==> src/rtl/i2c_pkg.sv <==
// Shared types and constants for the I2C master arbiter: speed modes, arbiter
// states and the per-mode SCL/SDA timing table (in clk cycles).
package i2c_pkg;

    typedef enum logic [1:0] {
        STANDARD  = 2'd0,
        FAST      = 2'd1,
        FAST_PLUS = 2'd2,
        RSVD      = 2'd3
    } i2c_speed_e;

    typedef enum logic [2:0] {
        ST_IDLE   = 3'd0,
        ST_ARB    = 3'd1,
        ST_LAUNCH = 3'd2,
        ST_BUSY   = 3'd3,
        ST_DONE   = 3'd4
    } arb_state_e;

    localparam int unsigned CFG_W = 16;

    typedef struct packed {
        logic [CFG_W-1:0] low;
        logic [CFG_W-1:0] high;
        logic [CFG_W-1:0] hold;
    } i2c_timing_t;

    localparam logic [CFG_W-1:0] STD_LOW   = 16'd500;
    localparam logic [CFG_W-1:0] STD_HIGH  = 16'd500;
    localparam logic [CFG_W-1:0] STD_HOLD  = 16'd30;
    localparam logic [CFG_W-1:0] FAST_LOW  = 16'd130;
    localparam logic [CFG_W-1:0] FAST_HIGH = 16'd120;
    localparam logic [CFG_W-1:0] FAST_HOLD = 16'd10;
    localparam logic [CFG_W-1:0] FP_LOW    = 16'd50;
    localparam logic [CFG_W-1:0] FP_HIGH   = 16'd50;
    localparam logic [CFG_W-1:0] FP_HOLD   = 16'd5;

    // Reserved mode never launches, so it falls back to standard timing.
    function automatic i2c_timing_t speed_timing(input i2c_speed_e spd);
        i2c_timing_t t;
        case (spd)
            FAST:      t = {FAST_LOW, FAST_HIGH, FAST_HOLD};
            FAST_PLUS: t = {FP_LOW, FP_HIGH, FP_HOLD};
            default:   t = {STD_LOW, STD_HIGH, STD_HOLD};
        endcase
        return t;
    endfunction

endpackage

==> src/rtl/i2c_rr_picker.sv <==
// Combinational round-robin search: first set req bit at or after rr_ptr,
// scanning cyclically through NUM_REQ entries.
module i2c_rr_picker #(
    parameter int NUM_REQ = 4,
    parameter int PTR_W   = 2
) (
    input  logic [NUM_REQ-1:0] req,
    input  logic [PTR_W-1:0]   rr_ptr,
    output logic [PTR_W-1:0]   grant,
    output logic               valid
);

    logic [PTR_W-1:0] grant_s;
    logic             valid_s;

    // Scan from the farthest offset down so the nearest set bit is written last.
    always_comb begin
        int pos;
        grant_s = {PTR_W{1'b0}};
        valid_s = 1'b0;
        pos     = 0;
        for (int k = NUM_REQ - 1; k >= 0; k--) begin
            pos     = (int'(rr_ptr) + k >= NUM_REQ) ? int'(rr_ptr) + k - NUM_REQ
                                                    : int'(rr_ptr) + k;
            grant_s = req[pos] ? PTR_W'(pos) : grant_s;
            valid_s = valid_s | req[pos];
        end
    end

    assign grant = grant_s;
    assign valid = valid_s;

endmodule

==> src/rtl/i2c_master_arbiter.sv <==
// Round-robin sharing of one i2c_master_control between NUM_REQ requesters:
// grants, configures and starts the master, then reports ack or err per requester.
module i2c_master_arbiter
    import i2c_pkg::*;
#(
    parameter int NUM_REQ     = 4,
    parameter int TIME_W      = 16,
    parameter int TIMEOUT_CYC = 2_000_000
) (
    input  logic                  clk,
    input  logic                  rst,
    input  logic [NUM_REQ-1:0]    req,
    input  logic [NUM_REQ*7-1:0]  req_addr,
    input  logic [NUM_REQ*8-1:0]  req_data,
    input  logic [NUM_REQ*2-1:0]  req_speed,
    output logic [NUM_REQ-1:0]    ack,
    output logic [NUM_REQ-1:0]    err,
    output logic                  busy,
    output logic                  m_start,
    output logic [6:0]            m_slave_addr,
    output logic [7:0]            m_data_in,
    input  logic                  m_done,
    output logic [TIME_W-1:0]     m_scl_low_time,
    output logic [TIME_W-1:0]     m_scl_high_time,
    output logic [TIME_W-1:0]     m_sda_hold_time
);

    localparam int PTR_W = (NUM_REQ > 1) ? $clog2(NUM_REQ) : 1;
    localparam int CNT_W = $clog2(TIMEOUT_CYC + 1);
    localparam logic [PTR_W-1:0]   LAST_IDX     = PTR_W'(NUM_REQ - 1);
    localparam logic [CNT_W-1:0]   TIMEOUT_LAST = CNT_W'(TIMEOUT_CYC - 1);
    localparam logic [NUM_REQ-1:0] REQ_ONE      = {{(NUM_REQ-1){1'b0}}, 1'b1};

    arb_state_e          state_r;
    logic [PTR_W-1:0]    rr_ptr_r;
    logic [PTR_W-1:0]    grant_r;
    logic                err_flag_r;
    logic                first_busy_r;
    logic [CNT_W-1:0]    cnt_r;
    logic [NUM_REQ-1:0]  ack_r;
    logic [NUM_REQ-1:0]  err_r;
    logic                busy_r;
    logic                m_start_r;
    logic [6:0]          m_slave_addr_r;
    logic [7:0]          m_data_in_r;
    logic [TIME_W-1:0]   scl_low_r;
    logic [TIME_W-1:0]   scl_high_r;
    logic [TIME_W-1:0]   sda_hold_r;

    logic [PTR_W-1:0]    pick_grant_s;
    logic                pick_valid_s;
    logic [6:0]          sel_addr_s;
    logic [7:0]          sel_data_s;
    i2c_speed_e          sel_speed_s;
    i2c_timing_t         sel_timing_s;

    i2c_rr_picker #(
        .NUM_REQ (NUM_REQ),
        .PTR_W   (PTR_W)
    ) u_picker (
        .req    (req),
        .rr_ptr (rr_ptr_r),
        .grant  (pick_grant_s),
        .valid  (pick_valid_s)
    );

    // Mux out the payload of the requester the picker currently selects.
    always_comb begin
        sel_addr_s  = 7'd0;
        sel_data_s  = 8'd0;
        sel_speed_s = STANDARD;
        for (int i = 0; i < NUM_REQ; i++) begin
            sel_addr_s  = (pick_grant_s == PTR_W'(i)) ? req_addr[i*7 +: 7] : sel_addr_s;
            sel_data_s  = (pick_grant_s == PTR_W'(i)) ? req_data[i*8 +: 8] : sel_data_s;
            sel_speed_s = (pick_grant_s == PTR_W'(i)) ? i2c_speed_e'(req_speed[i*2 +: 2])
                                                      : sel_speed_s;
        end
        sel_timing_s = speed_timing(sel_speed_s);
    end

    // Arbiter FSM with all outputs registered; ack/err/m_start are single-cycle pulses.
    always_ff @(posedge clk or posedge rst) begin
        if (rst) begin
            state_r        <= ST_IDLE;
            rr_ptr_r       <= {PTR_W{1'b0}};
            grant_r        <= {PTR_W{1'b0}};
            err_flag_r     <= 1'b0;
            first_busy_r   <= 1'b0;
            cnt_r          <= {CNT_W{1'b0}};
            ack_r          <= {NUM_REQ{1'b0}};
            err_r          <= {NUM_REQ{1'b0}};
            busy_r         <= 1'b0;
            m_start_r      <= 1'b0;
            m_slave_addr_r <= 7'd0;
            m_data_in_r    <= 8'd0;
            scl_low_r      <= TIME_W'(STD_LOW);
            scl_high_r     <= TIME_W'(STD_HIGH);
            sda_hold_r     <= TIME_W'(STD_HOLD);
        end else begin
            ack_r     <= {NUM_REQ{1'b0}};
            err_r     <= {NUM_REQ{1'b0}};
            m_start_r <= 1'b0;
            case (state_r)
                ST_IDLE: begin
                    if (|req) begin
                        state_r <= ST_ARB;
                        busy_r  <= 1'b1;
                    end
                end
                ST_ARB: begin
                    if (!pick_valid_s) begin
                        state_r <= ST_IDLE;
                        busy_r  <= 1'b0;
                    end else begin
                        grant_r <= pick_grant_s;
                        if (sel_speed_s == RSVD) begin
                            err_flag_r <= 1'b1;
                            state_r    <= ST_DONE;
                        end else begin
                            m_slave_addr_r <= sel_addr_s;
                            m_data_in_r    <= sel_data_s;
                            scl_low_r      <= TIME_W'(sel_timing_s.low);
                            scl_high_r     <= TIME_W'(sel_timing_s.high);
                            sda_hold_r     <= TIME_W'(sel_timing_s.hold);
                            cnt_r          <= {CNT_W{1'b0}};
                            state_r        <= ST_LAUNCH;
                        end
                    end
                end
                ST_LAUNCH: begin
                    m_start_r    <= 1'b1;
                    first_busy_r <= 1'b1;
                    cnt_r        <= cnt_r + CNT_W'(1);
                    state_r      <= ST_BUSY;
                end
                ST_BUSY: begin
                    // The first BUSY cycle masks any done left over from a previous transfer.
                    first_busy_r <= 1'b0;
                    cnt_r        <= cnt_r + CNT_W'(1);
                    if (!first_busy_r && m_done) begin
                        state_r <= ST_DONE;
                    end else if (cnt_r == TIMEOUT_LAST) begin
                        err_flag_r <= 1'b1;
                        state_r    <= ST_DONE;
                    end
                end
                ST_DONE: begin
                    if (err_flag_r) begin
                        err_r <= REQ_ONE << grant_r;
                    end else begin
                        ack_r <= REQ_ONE << grant_r;
                    end
                    rr_ptr_r   <= (grant_r == LAST_IDX) ? {PTR_W{1'b0}} : grant_r + PTR_W'(1);
                    err_flag_r <= 1'b0;
                    busy_r     <= 1'b0;
                    state_r    <= ST_IDLE;
                end
                default: begin
                    err_flag_r <= 1'b0;
                    busy_r     <= 1'b0;
                    state_r    <= ST_IDLE;
                end
            endcase
        end
    end

    assign ack             = ack_r;
    assign err             = err_r;
    assign busy            = busy_r;
    assign m_start         = m_start_r;
    assign m_slave_addr    = m_slave_addr_r;
    assign m_data_in       = m_data_in_r;
    assign m_scl_low_time  = scl_low_r;
    assign m_scl_high_time = scl_high_r;
    assign m_sda_hold_time = sda_hold_r;

endmodule

==> config.mk <==
export PLATFORM = sky130hd
export DESIGN_NAME = i2c_master_arbiter
export DESIGN_NICKNAME = d
export VERILOG_FILES = /design/src/rtl/i2c_pkg.sv /design/src/rtl/i2c_rr_picker.sv /design/src/rtl/i2c_master_arbiter.sv
export SDC_FILE = /design/constraint.sdc
export NUM_CORES = 1
export LEC_CHECK = 0
export ABC_CLOCK_PERIOD_IN_PS = 6100
export CAP_MARGIN = 30
export CORE_MARGIN = 8
export CORE_UTILIZATION = 46
export CTS_CLUSTER_SIZE = 20
export DETAILED_ROUTE_END_ITERATION = 8
export PLACE_DENSITY = 0.84
export SLEW_MARGIN = 5
export SYNTH_ARGS = -nofsm -noshare
export SYNTH_HDL_FRONTEND = slang
export SYNTH_SLANG_ARGS = --single-unit
==> constraint.sdc <==
create_clock -name clk -period 6.1 [get_ports clk]
set_input_delay 1.22 -clock clk [delete_from_list [all_inputs] [get_ports clk]]
set_output_delay 1.22 -clock clk [all_outputs]
set_load 0.005 [all_outputs]
Yosys cells after proc, flatten, opt, wreduce, memory -nomap -nowiden --
Index checks and enable logic that the tools add are counted.
Storage, ports and cells: flip-flop bits (word level) 103, output and inout bits 73
Cells by class: bitwise logic cells 6, shift-type cells 1, add/subtract/negate cells 9, $lt $le $gt $ge 8, equality and inequality tests 20, mux-type cells 57, reductions and logical operators 15
Operators by type and width (number):
- < comparator 32 x 4 -> 1 bit, second input constant | 4
- 2-to-1 mux 32 bit | 4
- subtractor 32 x 4 -> 32 bit, second input constant | 3
- one-hot mux 41 bit (2 select lines) | 1
- greater-or-equal comparator 32 x 4 -> 1 bit, second input constant | 2
- 2-to-1 mux 21 bit | 2
- one-hot mux 21 bit (2 select lines) | 1
- 2-to-1 mux 8 bit | 4
- 2-to-1 mux 7 bit | 4
- adder 21 x 1 -> 21 bit, second input constant | 1
- equality test 21 bit, second input constant | 1
- 2-to-1 mux 2 bit | 9
- 2-to-1 mux 4 bit | 4
- 2-to-1 mux 1 bit | 15
- 2-to-1 mux 3 bit | 5
- inequality test 2 bit, second input constant | 7
- one-hot mux 3 bit (4 select lines) | 1
- equality test 2 bit, second input constant | 5
- AND reduction 3 bit | 3
- binary-select mux 1 bit (select 2 bit) | 4
- adder 2 x 2 -> 3 bit, second input constant | 2
- equality test 3 x 2 -> 1 bit, second input constant | 2
- one-hot mux 1 bit (3 select lines) | 2
- AND reduction 5 bit | 1
- other kinds (21) | 29

Logic depth before layout (Yosys ltp) --
word-level depth 19, mapped depth 12, mapped depth without buffers 11

Modules after synthesis --
A second synthesis with hierarchy kept.
Unflattened totals: cell total of the unflattened synthesis 345, area, all modules 3598.5 sq um
Modules (own cells, without submodules):
- i2c_master_arbiter | instances 1, seq. area each 1530.2 sq um, cells an instance 332, area an instance 3520.9 sq um
- i2c_rr_picker | instances 1, seq. area each 0.0 sq um, cells an instance 13, area an instance 77.6 sq um

Worst setup path after synthesis --
OpenSTA, ideal clock, no wires.
path type input port to flip-flop, start in req[2], end reg m_data_in_r[1] (netlist: m_data_in[1]), path buffers 2, setup slack 2.447 ns, arrival 3.567 ns, setup time 0.087 ns, stages 11, cells stage by stage mux2i_1 > nor2_1 > nor3_1 > buf_2 > mux2i_1 > mux2i_1 > ha_1 > nor4_4 > nand2_1 > clkbuf_1 > o211ai_1
On the way: word-level cells in the longest chain between the ends 15, elaborated cells on any way between the ends 34
Ends and longest elaborated chain:
- from (decl) | line i2c_master_arbiter.sv:12 | input logic [NUM_REQ-1:0] req,
- binary-select mux 1 bit (select 2 bit) | line i2c_rr_picker.sv:25, i2c_rr_picker.sv:26
- 2-to-1 mux 1 bit (not written as such) (2 in a row) | line i2c_rr_picker.sv:25, i2c_rr_picker.sv:26
- 2-to-1 mux 2 bit (4 in a row) | line i2c_rr_picker.sv:25 | grant_s = req[pos] ? PTR_W'(pos) : grant_s;
- zero test 2 bit | line i2c_master_arbiter.sv:74, i2c_master_arbiter.sv:75
- 2-to-1 mux 2 bit (4 in a row) | line i2c_master_arbiter.sv:75 | sel_speed_s = (pick_grant_s == PTR_W'(i)) ? i2c_speed_e'(req_speed[i*2 +: 2])
- equality test 2 bit | line i2c_master_arbiter.sv:116 | if (sel_speed_s == RSVD) begin
- inverter 1 bit (no line)
- AND reduction 3 bit (no line)
- to (signal assigned) | line i2c_master_arbiter.sv:121 | m_data_in_r <= sel_data_s;
- to (decl) | line i2c_master_arbiter.sv:45 | logic [7:0] m_data_in_r;
Several ways; a longest one is shown, not always the timed one. The select of a mux whose other input is x is not followed. A chain may end at the register's enable or synchronous reset.

Final worst setup path --
start in req[0], end reg m_data_in_r[3] (netlist: m_data_in[3])
The elaborated chain is that of the path after synthesis.

==> results.yml <==
global_routing:
  track_usage_pct: 18.4
  antenna_found_initial: 0
  grt_pass1_wl_mm: 16.9
  grt_pass1_vias: 3397
  grt.overflow.total: 0
  grt_max_degree: 62
route:
  final_antenna_net_count: 0
  wire_per_inst_um: 17.6
  vias: 3361
  vias_per_cell: 5.50
  wl_mm: 10.8
  drt_first_pass_iters: 4
  post-route-drc-count: 0
  drt_iter0_markers: 266
setup_path:
  cp.required_ns: 6.30
  critPathLaunch: "req[0]"
  ff2ff_path_depth: 11
  crit_path_top_delay_cell: "nand2b_1"
  path_buf_inv: 3
  critPathMaxStageDelay_ns: 0.78
  cp_max_fo: 25
  path_depth: 12
  r2r_end: "m_data_in[3]"
  cp_top_family: "simple AND/OR/NAND/NOR gates"
  reg2reg_from: "rr_ptr_r[1]"
  critical_path_arrival_ns: 5.16
  reg2reg_slack_ns: 2.00
  cp-end-kind: "register"
  worst_setup_path_start_kind: "input pin"
  crit_chain: "clkdlybuf4s50_1, mux2i_1, nor2_1, buf_4, nor3_2, mux2i_1, mux2i_1, ha_1, nand2b_1, buf_4, a211o_1, o211ai_1"
  setup.worst_path.class: "input pin to register"
  crit_path_frequent_cell: "mux2i_1"
  endpoint: "m_data_in[3]"
floorplan:
  dieArea_um2: 11500
  die_w_um: 107
  ioPinCount: 148
  core_um2: 8130
  die_y_um: 107
  start_util_pct: 47.1
  rows: 33
synthesis:
  ys_seq_area_share_pct: 40.0
  syn_avg_cell_area_um2: 9.50
  synth_compound_area_share_pct: 13.4
  synth_xor_area_share_pct: 2.75
  synth_top_flop_cell: "dfrtp_1"
  ys_seq_elements: 61
  synthArstFlopShare_pct: 100
  synthMuxAreaShare_pct: 8.47
  syn-cell-area_um2: 3830
  synth_top_family_by_area: "simple AND/OR/NAND/NOR gates"
  synthAdderAreaFrac_pct: 3.27
  synthSimpleGateAreaFrac_pct: 20.4
  yosys.cell_types.count: 46
  synth-edff-count: 0
  yosys_warnings: 0
  synth_cells: 403
cells_and_area:
  drive_above_1_share_pct: 8.50
  area_growth_pct: 31.9
  fin_cells: 611
  fin_nets: 586
  seq_area_um2: 1530
  multi_input_area_um2: 1970
  diodes: 0
  fillers: 687
cts:
  cts_setup_buffers: 0
  cts-root-buf: "clkbuf_8"
  path_clk_slew_ns: 0.07
  cts_tree: "built"
  ctsResizeCount: 0
  cts_max_level: 3
  clockBufferDepth: 2
  ctsHoldBuffers: 0
  cts_buffers: 9
  cts_sinks: 61
  clk_latency_ns: 0.34
power:
  ir_drop_v: 0.000185
  power.density_nw_per_um2: 363
  finalPower_w: 0.00183
  leakage_nw: 2.19
outcome:
  outcome: "finished clean"
timing:
  finalSetupTns_ns: 0
  worst_slack_ns: 1.14
  finalSetupViolCount: 0
  grt_setup_unrepaired: "false"
  slew_violations: 0
  fin_crit_ns: 4.96
  tightest_slew_ns: 1.01
  final_hold_viol_count: 0
  period_share_pct: 81.3
  hold_slack_ns: 0.482
  fmax_ghz: 0.202
  finClkSkew_ns: 0.0106
  relSlewSlack_pct: 32.2
place:
  portBuffers: 117
  numPlacedInstances: 595
  dp_hpwl_mm: 8.16
  pre_cts_slack_ns: 0.859
  routabilityCongestion: 0.843
job:
  cap_viol_max_count: 0
hold_path:
  hp-class: "register to register"
-- registers in the layout (all words and copies together) (netlist names), 2 cells and up --
register and flops:
m_scl_high_time 4, m_data_in 8, state_r 3, cnt_r 21
grant_r 2, err 4, ack 4, rr_ptr_r 2
m_slave_addr 7
-- logic make-up (layout without fill, tap and decap cells) --
logic type      Yosys count  after routing
simple gates            141            141
mux                      32             32
flops                    61             61
other cells               2             30
fa+ha+maj                10             10
buf+inv                  73            148
xor+xnor                 12             12
compound gates           72             72
-- area by class of cell --
type                    count  share of cell area [%]
repair buffers            125                    24.4
flip-flops and latches     61                    30.3
multi-input cells         297                    39.0
clock buffers              12                    2.68
well taps                 105                    2.60
clock inverters             4                   0.496
inverters                   7                   0.520
-- layout by cell type, fill, tap and decap left out, types with 2 or more instances in the layout --
master,count
a211o_1,15
inv_1,6
nor2_1,20
dfstp_2,3
clkinvlp_4,2
o31ai_1,16
mux2i_1,29
o21a_1,3
xnor2_1,11
and3_1,10
nor3b_1,3
clkbuf_8,9
nand3b_1,3
nor2b_1,3
nand2b_1,4
nand3_1,9
buf_4,8
clkbuf_1,3
nor4_1,5
clkdlybuf4s50_1,117
nand2_1,48
nor3_1,2
nor4_2,4
o211ai_1,15
a21oi_1,8
conb_1,30
nor3_2,2
mux2_2,3
or2_2,2
dfrtp_1,58
clkinv_2,2
or4_1,2
ha_1,10
nand4_1,16
o21ai_0,11
-- per-stage QoR --
step / cell area [µm²] / utilization [%]
finish: 5050 / 62.1
global route: 5050 / 62.1
CTS: 5050 / 62.1
global placement: 4890 / 60.1
detailed placement: 4890 / 60.1
floorplan: 3930 / -
-- synth_stat cells (7+ instances only) --
library cell | n | area (µm²)
dfrtp_1 | 58 | 1450
inv_1 | 7 | 26.3
nand3_1 | 9 | 45.0
clkbuf_1 | 15 | 56.3
nand2_1 | 48 | 180
a21oi_1 | 8 | 40.0
nor2_1 | 20 | 75.1
o31ai_1 | 16 | 120
ha_1 | 10 | 125
nand4_1 | 16 | 100
and3_1 | 10 | 62.6
o21ai_0 | 11 | 55.1
a211o_1 | 15 | 131
buf_2 | 8 | 40.0
o211ai_1 | 15 | 113
buf_4 | 42 | 315
mux2i_1 | 29 | 290
xnor2_1 | 11 | 96.3
-- per-layer routing --
metal	up-vias	global-route usage (%)	wire length [µm]
met4	0	11.0	433
li1	1564	-	-
met2	155	29.3	5210
met1	1611	22.2	4240
met5	-	0	0
met3	31	4.44	884
-- worst min-delay path by stage --
| stage | from | end | slack (ns) | cells after the start |
|---|---|---|---|---|
| floorplan | cnt_r[20] | cnt_r[20] | 0.45 | 1 |
| global placement | cnt_r[19] | cnt_r[19] | 0.47 | 1 |
| detailed placement | cnt_r[19] | cnt_r[19] | 0.47 | 1 |
| CTS | cnt_r[19] | cnt_r[19] | 0.48 | 1 |
| global route | cnt_r[16] | cnt_r[16] | 0.52 | 1 |
| finish | cnt_r[19] | cnt_r[19] | 0.48 | 1 |
-- power by group --
part / switching (W) / internal, W
Clock: 0.000156 / 0.000146
Combinational: 0.000433 / 0.000447
Sequential: 0.000121 / 0.000528
Note: power is estimated with default switching activity, not from simulation.
==> patch, RTL diff (config.mk and constraints unchanged) <==
`NUM_REQ` is set to 4 in 2 places; all go to 8.
--- a/src/rtl/i2c_rr_picker.sv
+++ b/src/rtl/i2c_rr_picker.sv
@@ -3,3 +3,3 @@
 module i2c_rr_picker #(
-    parameter int NUM_REQ = 4,
+    parameter int NUM_REQ = 8,
     parameter int PTR_W   = 2
--- a/src/rtl/i2c_master_arbiter.sv
+++ b/src/rtl/i2c_master_arbiter.sv
@@ -5,3 +5,3 @@
 #(
-    parameter int NUM_REQ     = 4,
+    parameter int NUM_REQ     = 8,
     parameter int TIME_W      = 16,
Interface: changed (6 resized); port bits go from 148 to 228. No check against the original RTL was run, so the function may have changed too.
==> patch against the unedited design <==
  * Total power rose to 2.5 times the old value
  * Synthesized area up 44%
  * Register-to-register slack worse by 1.0 ns
  * Cell area up 53%
  * Sequential share of layout area down 7.2 points
  * Worst setup slack worse by 0.49 ns
  * Non-clock buffer count up 83
  * Via count up 45%
  * Routed wire length up 58%
  * Combinational power rose to 3.8 times the old value
  * Highest routed layer unchanged
  * Sequential cell count up 10
  * Critical endpoint is now cnt_r[17]
==> patch: results (changes against the unedited design) <==
| Metric | Value |
|---|---|
| Inserted Diodes | 1 (+1) |
| CLK BUF | 11 (-1) |
| FF-to-FF End | cnt_r[17] |
| Multi-input logic area | 0.00329 mm2 (+67%) |
| Reg2Reg Setup Slack | 1.00 ns (-1.00 ns) |
| Worst Skew | 0.00732 ns (-0.00331 ns) |
| Critical Path AT | 5.66 ns (+0.50 ns) |
| Crit. Startpoint | req[1] |
| Max Fanout on Critical Path | 12 (-52%) |
| Layout Nets | 902 (+54%) |
| Biggest cell delay along the critical path | 0.54 ns (-0.24 ns) |
| Synth Instances | 567 (+41%) |
| Area Growth Syn to Fin | 39.8% |
| Flop+latch power | 728 uW (+12%) |
| GP Congestion | 0.928 (+10%) |
| Initial antenna violation count | 1 (+1) |
| Placed cells | 876 (+47%) |
| Iter 0 DRT Violations | 335 (+26%) |
| Inverter count | 15 (+8) |
| Commonest cells post-synth | 124 x mux2i_1, 68 x dfrtp_1, 48 x nand2_1 |
| Clock Sinks | 71 (+16%) |
| Slew Limit Headroom | 46.4% (+14 points) |
| FILL cells | 946 (+38%) |
| Outcome | completed |
| Final instance area | 0.00771 mm2 (+53%) |
| Via count of the routed design | 4878 (+45%) |
| Buffer share of cell area | 26.9% (+2.5 points) |
patch: cell count changes after synthesis, moves of 8 or more:
cell      change
xor2_1       +12
nand3_1       +8
mux4_2       +10
a211o_1      -15
a21oi_1       +8
nand4_1      -10
dfrtp_1      +10
o31ai_1      -16
o211ai_1     -13
mux2i_1      +95
o21ai_1      +17
nor2_1       +19
patch: worst max-delay path, delay by kind of cell:
family / cells / cell delay [ns]
AO/OA/AOI/OAI: 5 / 0.94
XOR/XNOR: 1 / 0.16
adder cells (fa/ha/maj): 1 / 0.23
buffers and inverters: 2 / 0.78
multiplexers: 3 / 1.20
AND/OR/NAND/NOR: 6 / 1.11
patch: kinds of logic after synthesis:
kind of cell | synth area share [%]
AOI/OAI and AO/OA | 8.53
xor gates and xnor gates | 2.99
adders and majority gates | 3.17
buffers and inverters | 10.2
DFF | 32.3
muxes | 28.9
other | 0.136
and+or+nand+nor | 13.8
